==> src/rtl/usb_tx_scheduler.sv <==
// usb_tx_scheduler: latches handshake/DATA requests and sequences usb_tx commands.
// Define USB_TX_SCHED_TIMEOUT_EN to drop a packet when usb_tx never starts.
module usb_tx_scheduler #(
    parameter int ISSUE_CYCLES   = 8,
    parameter int IPG_CYCLES     = 16,
    parameter int TIMEOUT_CYCLES = 64,
    parameter int MAX_PKT_SIZE   = 64
) (
    input  logic       clk,
    input  logic       rst,
    input  logic       ack_req,
    input  logic       nak_req,
    input  logic       data_req,
    input  logic [6:0] data_req_size,
    input  logic [6:0] buffer_occupancy,
    input  logic       tx_transfer_active,
    output logic [1:0] tx_packet,
    output logic [6:0] tx_packet_size,
    output logic       hs_sent,
    output logic       data_sent,
    output logic       req_reject,
    output logic       tx_timeout,
    output logic       sched_busy
);

    localparam int ISSUE_W = ($clog2(ISSUE_CYCLES) > 4) ? $clog2(ISSUE_CYCLES) : 4;
    localparam int GAP_W   = (IPG_CYCLES > 2) ? $clog2(IPG_CYCLES) : 1;

    localparam logic [ISSUE_W-1:0] ISSUE_LAST = ISSUE_W'(ISSUE_CYCLES - 1);
    localparam logic [GAP_W-1:0]   GAP_LOAD   = GAP_W'(IPG_CYCLES - 1);
    localparam logic [6:0]         MAX_SIZE   = 7'(MAX_PKT_SIZE);
    localparam logic [1:0]         CODE_DATA  = 2'b01;
    localparam logic [1:0]         CODE_NAK   = 2'b10;
    localparam logic [1:0]         CODE_ACK   = 2'b11;

    typedef enum logic [2:0] {
        IDLE,
        ISSUE,
        WAIT_ACTIVE,
        BUSY,
        GAP
    } state_t;

    state_t             state;
    state_t             state_next;
    logic [1:0]         hs_slot;
    logic               data_valid;
    logic [6:0]         data_size;
    logic [1:0]         cur_code;
    logic [ISSUE_W-1:0] issue_cnt;
    logic [GAP_W-1:0]   gap_cnt;
    logic               start_hs;
    logic               start_data;
    logic               end_sent;
    logic               data_accept;

    assign data_accept = data_req && !data_valid && (data_req_size <= MAX_SIZE);

`ifdef USB_TX_SCHED_TIMEOUT_EN
    localparam int TO_W = (TIMEOUT_CYCLES > 2) ? $clog2(TIMEOUT_CYCLES) : 1;
    localparam logic [TO_W-1:0] TO_LAST = TO_W'(TIMEOUT_CYCLES - 1);

    logic [TO_W-1:0] to_cnt;
    logic            end_timeout;

    always_ff @(posedge clk) begin
        if (rst) begin
            to_cnt     <= '0;
            tx_timeout <= 1'b0;
        end else begin
            if (state != WAIT_ACTIVE) begin
                to_cnt <= '0;
            end else if (to_cnt != TO_LAST) begin
                to_cnt <= to_cnt + 1'b1;
            end
            tx_timeout <= end_timeout;
        end
    end
`else
    assign tx_timeout = 1'b0;
`endif

    always_comb begin
        state_next = state;
        start_hs   = 1'b0;
        start_data = 1'b0;
        end_sent   = 1'b0;
`ifdef USB_TX_SCHED_TIMEOUT_EN
        end_timeout = 1'b0;
`endif
        case (state)
            IDLE: begin
                // Handshakes always go first; a starved DATA slot never blocks them.
                if (hs_slot != 2'b00) begin
                    state_next = ISSUE;
                    start_hs   = 1'b1;
                end else if (data_valid && (buffer_occupancy >= data_size)) begin
                    state_next = ISSUE;
                    start_data = 1'b1;
                end
            end
            ISSUE: begin
                if (issue_cnt == ISSUE_LAST) begin
                    state_next = WAIT_ACTIVE;
                end
            end
            WAIT_ACTIVE: begin
                if (tx_transfer_active) begin
                    state_next = BUSY;
                end
`ifdef USB_TX_SCHED_TIMEOUT_EN
                else if (to_cnt == TO_LAST) begin
                    state_next  = GAP;
                    end_timeout = 1'b1;
                end
`endif
            end
            BUSY: begin
                if (!tx_transfer_active) begin
                    state_next = GAP;
                    end_sent   = 1'b1;
                end
            end
            GAP: begin
                if (gap_cnt == '0) begin
                    state_next = IDLE;
                end
            end
            default: state_next = IDLE;
        endcase
    end

    always_ff @(posedge clk) begin
        if (rst) begin
            state          <= IDLE;
            hs_slot        <= 2'b00;
            data_valid     <= 1'b0;
            data_size      <= '0;
            cur_code       <= 2'b00;
            issue_cnt      <= '0;
            gap_cnt        <= '0;
            tx_packet      <= 2'b00;
            tx_packet_size <= '0;
            hs_sent        <= 1'b0;
            data_sent      <= 1'b0;
            req_reject     <= 1'b0;
            sched_busy     <= 1'b0;
        end else begin
            state <= state_next;

            // A request arriving on the cycle its slot is serviced is kept, not lost.
            if (ack_req) begin
                hs_slot <= CODE_ACK;
            end else if (nak_req) begin
                hs_slot <= CODE_NAK;
            end else if (start_hs) begin
                hs_slot <= 2'b00;
            end

            if (data_accept) begin
                data_valid <= 1'b1;
                data_size  <= data_req_size;
            end else if (start_data) begin
                data_valid <= 1'b0;
            end

            if (start_hs) begin
                cur_code       <= hs_slot;
                tx_packet_size <= '0;
            end else if (start_data) begin
                cur_code       <= CODE_DATA;
                tx_packet_size <= data_size;
            end

            if (state != ISSUE) begin
                issue_cnt <= '0;
            end else if (issue_cnt != ISSUE_LAST) begin
                issue_cnt <= issue_cnt + 1'b1;
            end

            if (state != GAP) begin
                gap_cnt <= GAP_LOAD;
            end else if (gap_cnt != '0) begin
                gap_cnt <= gap_cnt - 1'b1;
            end

            tx_packet  <= (state == ISSUE) ? cur_code : 2'b00;
            hs_sent    <= end_sent && (cur_code != CODE_DATA);
            data_sent  <= end_sent && (cur_code == CODE_DATA);
            req_reject <= data_req && !data_accept;
            sched_busy <= (state_next != IDLE);
        end
    end

endmodule

==> config.mk <==
export PLATFORM = sky130hd
export DESIGN_NAME = usb_tx_scheduler
export DESIGN_NICKNAME = d
export VERILOG_FILES = /design/src/rtl/usb_tx_scheduler.sv
export SDC_FILE = /design/constraint.sdc
export NUM_CORES = 1
export LEC_CHECK = 0
export ABC_AREA = 1
export CAP_MARGIN = 10
export CORE_UTILIZATION = 34
export CTS_CLUSTER_SIZE = 8
export DETAILED_ROUTE_END_ITERATION = 16
export SLEW_MARGIN = 30
export SYNTH_ARGS = -nofsm -noshare
export SYNTH_HDL_FRONTEND = slang
export SYNTH_SLANG_ARGS = --single-unit
==> constraint.sdc <==
create_clock -name clk -period 2.6 [get_ports clk]
set_input_delay 0.52 -clock clk [delete_from_list [all_inputs] [get_ports clk]]
set_output_delay 0.52 -clock clk [all_outputs]
set_load 0.005 [all_outputs]
# After elaboration in Yosys (flattened, before gate mapping)
# Index checks and enable logic that the tools add are counted.
[word_totals] n_memories=0 mem_bits_rw=0 romBits=0 output_inout_bits=14 wordCells=71 input_bits=20 reg_bits=36 latchBits=0
[classes] div_mod_pow=0 shifts=0 eq_ne=10 magnitude_cmp=2 n_mux=23 n_reduce_logical=20 mul=0 bitwise_logic=1 add_sub_neg=2
[ops] op="$mux W3" n=6
[ops] op="$pmux W3 S5" n=1
[ops] op="$mux W2" n=5
[ops] op="$mux W1" n=9
[ops] op="$mux W4" n=2
[ops] op="$reduce_bool A2 Y1" n=4
[ops] op="$ge A7 B7 Y1" n=1
[ops] op="$le A7 B7 Y1 const B" n=1
[ops] op="$eq A3 B2 Y1 const B" n=2
[ops] op="$logic_and A1 B1 Y1" n=6
[ops] op="$reduce_bool A3 Y1" n=2
[ops] op="$reduce_or A2 Y1" n=3
[ops] op="$add A4 B1 Y4 const B" n=1
[ops] op="$eq A4 B3 Y1 const B" n=1
[ops] op="$logic_not A4 Y1" n=1
[ops] op="$ne A4 B3 Y1 const B" n=1
[ops] op="$reduce_bool A4 Y1" n=1
[ops] op="$sub A4 B1 Y4 const B" n=1
[ops] op="$eq A3 B1 Y1 const B" n=1
[ops] op="$eq A3 B3 Y1 const B" n=1
[ops] op="$logic_not A3 Y1" n=1
[ops] op="$ne A3 B1 Y1 const B" n=1
[ops] op="$ne A3 B3 Y1 const B" n=1
[ops] op="$eq A2 B1 Y1 const B" n=1
[ops] op="other kinds (3)" n=4

# Longest topological paths before layout
[depth] depth_word=7 depth_mapped=12 ltp_nobuf=11

# Worst setup path after synthesis
# Ideal clock, no wire load.
[synth_path] kind="input -> register" startpoint="input buffer_occupancy[6]" endpoint="register tx_packet_size[4]" path_slack_ns=0.939 setup_time_ns=0.114 arrival_ns=1.547 stages=10 n_path_buf=1 t_required_ns=2.486 path_cell_list="ha_1 -> nand2_1 -> inv_1 -> a21oi_1 -> nand3_1 -> nand3_2 -> buf_6 -> nand2_1 -> nand2_1 -> nor2_2"
[synth_between] elab_chain_len=5
[synth_lines] element="start, declared" line="15" source="input logic [6:0] buffer_occupancy,"
[synth_lines] element="$ge A7 B7 Y1" line="97" source="end else if (data_valid && (buffer_occupancy >= data_size)) begin"
[synth_lines] element="$logic_and A1 B1 Y1" line="97"
[synth_lines] element="$mux W1" line="97"
[synth_lines] element="$mux W1" line="94" source="if (hs_slot != 2'b00) begin"
[synth_lines] element="$mux W1" line="91" source="case (state)"
[synth_lines] element="end signal, assigned" line="172" source="tx_packet_size <= data_size;"
[synth_lines] element="end, declared" line="18" source="output logic [6:0] tx_packet_size,"
# No other way between the ends.
# A chain may end at the register's enable or synchronous reset.

# Final worst setup path
[layout_path] startpoint="input buffer_occupancy[2]" endpoint="register tx_packet_size[5]"
# Same word-level chain as after synthesis.

==> results.txt <==
top cells by area, synth -> dfxtp_1 44%, nand2_1 8.9%, inv_1 8.2%
IO buf count -> 32
Worst Hold End -> hs_sent
WP data arrival -> 2.15 ns
die width -> 71.6 um
mux cell area share after synthesis -> 0
area of the mapped netlist -> 0.00165 sq mm
RR Endpoint -> tx_packet_size[5]
run status -> completed
worst setup path class -> in -> reg
routability cong. -> 0.755
# IOs -> 34
DPL Wire Length -> 2.56 mm
cell count after synthesis -> 224
root buffer cell -> clkbuf_8
Clk pwr share -> 0.351
R2R Setup Slk -> 0.89 ns
wire per inst -> 10.7 um
worst path bufs/invs -> 1
slowest stage delay, CP -> 0.41 ns
Final Skew -> 0.00645 ns
syn_nets -> 253
Reg power frac -> 0.500
Req. time, crit path -> 2.77 ns
achievable frequency -> 506 MHz
Clk pin slew, worst setup/hold paths -> 0.07 ns
syn avg cell area -> 7.35 sq um
number of distinct library cells after synthesis -> 31
Hold Path Class -> reg -> reg
core area -> 0.00450 sq mm
Setup TNS -> 0 ns
Post-Layout Inst Area -> 0.00211 sq mm
First-pass DRT Iterations -> 4
adder-cell share of the synthesized area -> 0.0684
vias in the first global route -> 1295
clock sinks -> 36
share of layout cells above drive strength 1 -> 0.0808
Simple-Gate Fraction of Synth Area -> 0.257
Yosys top cell area share -> 0.438
chip height -> 71.6 um
Switching Fraction -> 0.246
routed vias/inst -> 4.62
Num CTS Buffers -> 5
# nets final -> 289
Worst-Skew Late Latency -> 0.28 ns
leakage power -> 0.000956 uW
GRT Util Overall -> 0.144
die area -> 0.00512 sq mm
Starting Density -> 0.365
YS warnings -> 0
XOR/XNOR Fraction of Synth Area -> 0.0106
Post-synth EDFFs -> 0
net switching power -> 293 uW
CP max-delay cell -> clkdlybuf4s50_1
min Tclk post-route -> 1.98 ns
Seq/Total Area, Yosys -> 0.438
ys flop type -> dfxtp_1
Fin. Hold Viols -> 0
H-tree Lvls -> 2
top cell type by total area after synthesis -> dfxtp_1
critical-path cell list -> clkdlybuf4s50_1 -> ha_1 -> nand2_1 -> nor2_1 -> nand3_1 -> nand3_1 -> nand3_2 -> nor2_1 -> nor2_2
initial antenna violation count -> 0
Crit. End Element -> flop
Startpoint Class -> input port
Placement Cell Area -> 0.00201 sq mm
maximum clock path buffer count -> 2
Tcrit/Tclk final -> 0.761
reg2reg start -> data_size[1]
flops & latches, synth -> 36
compound-cell area share of the yosys netlist -> 0.116
TritonCTS clock tree -> built
DRC viols -> 0
R2R cell count -> 9
critical path's top delay family -> simple AND/OR/NAND/NOR gates
Max Slew Vio Count -> 0
Worst VDD drop -> 0.000272 V
combinational power share -> 0.149
filler cell count -> 475
Int Power -> 898 uW
ANT cells -> 0
Post-synth ARST share -> 0
largest net degree at the start of global routing -> 16
row cnt -> 24
max cap viols -> 0
final WL -> 3.33 mm
post-route ant nets -> 0
DRT iter0 DRCs -> 64
Worst Hold Launch -> cur_code[0]
first-pass GRT wire length -> 5.75 mm
hold path cells -> 1
PwrDens -> 564 mW/mm^2
post-CTS setup repair buffer count -> 0
Hold-fix buffers, CTS -> 0
unrepaired setup endpoints after global routing -> false
CTS resizes -> 0
Setup Viol. Count Final -> 0
routed vias -> 1442
main combinational cell family by area after synthesis -> simple AND/OR/NAND/NOR gates
CP Max Fanout -> 15
total global routing overflow -> 0
Synth-to-Final Area Change -> 28.3%
==> layout by cell type (no fill, tap or decap) <==
cell and count:
ha_1 9, clkbuf_8 7, xor2_1 1, nor2_4 1, o22ai_1 2, buf_4 2, inv_2 3, a211oi_1 1
a21oi_1 18, conb_1 1, nand3_1 12, nor3_1 2, xnor2_1 1, nand2_1 39, clkdlybuf4s50_1 32, dfxtp_1 36
nand3_2 1, o31ai_1 1, nand4_1 1, a221oi_1 1, a31oi_1 3, o21ai_1 1, nor2_2 5, o21ai_0 8
nor4_1 2, or2_0 1, inv_1 36, or2_2 1, nand2_2 1, nor2_1 31
==> worst max path at each step <==
stage,start,to,slack [ns],cells after the start
after floorplan,buffer_occupancy[6],tx_packet_size[4],0.94,10
after global placement,buffer_occupancy[0],tx_packet_size[5],0.37,10
after detailed placement,buffer_occupancy[0],tx_packet_size[5],0.36,10
after CTS,buffer_occupancy[0],tx_packet_size[5],0.64,10
after global routing,buffer_occupancy[0],tx_packet_size[4],0.50,10
final,buffer_occupancy[2],tx_packet_size[5],0.62,9
==> metal layers <==
layer,GRT usage,vias to the layer above,routed length (um),share of wire
met1,0.198,623,1720,0.52
met5,0,-,0,0
met2,0.222,39,1390,0.42
li1,-,776,-,-
met3,0.0380,4,181,0.054
met4,0.0458,0,36,0.011
==> cell families after synthesis <==
family / count (synthesis)
adder cells (fa/ha/maj): 9
XOR/XNOR: 2
flip-flops: 36
other: 1
buffers and inverters: 44
AND/OR/NAND/NOR: 97
AO/OA/AOI/OAI: 35
==> stage by stage <==
| step | hold WS (ns) | utilization | power (uW) | worst slack [ns] | instances |
|---|---|---|---|---|---|
| global route | 0.489 | 0.469 | 1250 | 0.499 | 312 |
| global placement | 0.446 | 0.447 | 784 | 0.373 | 305 |
| finish | 0.461 | 0.469 | 1190 | 0.622 | 312 |
| floorplan | 0.414 | - | 714 | 0.939 | 224 |
| CTS | 0.459 | 0.469 | 1210 | 0.641 | 312 |
| detailed placement | 0.448 | 0.447 | 785 | 0.360 | 305 |
==> flip-flops by register name, summed over array words and instances (netlist names) <==
register / cells
data_size: 7
tx_packet_size: 7
gap_cnt: 4
issue_cnt: 4
state: 3
cur_code: 2
hs_slot: 2
tx_packet: 2
data_sent: 1
data_valid: 1
hs_sent: 1
req_reject: 1
sched_busy: 1
==> worst reg2reg max path: stages, from the launching register on <==
cell and delay [ns]:
dfxtp_1 0.35, inv_1 0.08, ha_1 0.29, nand2_1 0.06, nor2_1 0.11, nand3_1 0.08, nand3_1 0.12, nand3_2 0.25
nor2_1 0.21, nor2_2 0.05
==> power by group through the flow <==
stage          registers, uW  logic, uW  clock network (uW)
2_1_floorplan            605        109                   0
3_3_place_gp             608        176                   0
6_report                 596        177                 418
4_1_cts                  596        178                 432
5_1_grt                  599        201                 452
3_5_place_dp             608        177                   0
==> synthesized netlist by cell type (2+ instances only) <==
cell,count
a21oi_1,18
nor2_1,31
nor2_2,5
inv_1,36
nand3_1,12
clkbuf_1,2
nor3_1,2
o21ai_0,8
dfxtp_1,36
o22ai_1,2
inv_2,3
nand2_1,39
nor4_1,2
ha_1,9
a31oi_1,3
==> final cells by class <==
cell class / instances / area (sq um) / share of cell area
multi-input combinational: 144 / 747 / 0.354
sequential: 36 / 721 / 0.341
timing repair buffer: 34 / 335 / 0.159
inverter: 39 / 146 / 0.0694
clock buffer: 7 / 96.3 / 0.0456
tap: 52 / 65.1 / 0.0308
Note: power is estimated with default switching activity, not from simulation.
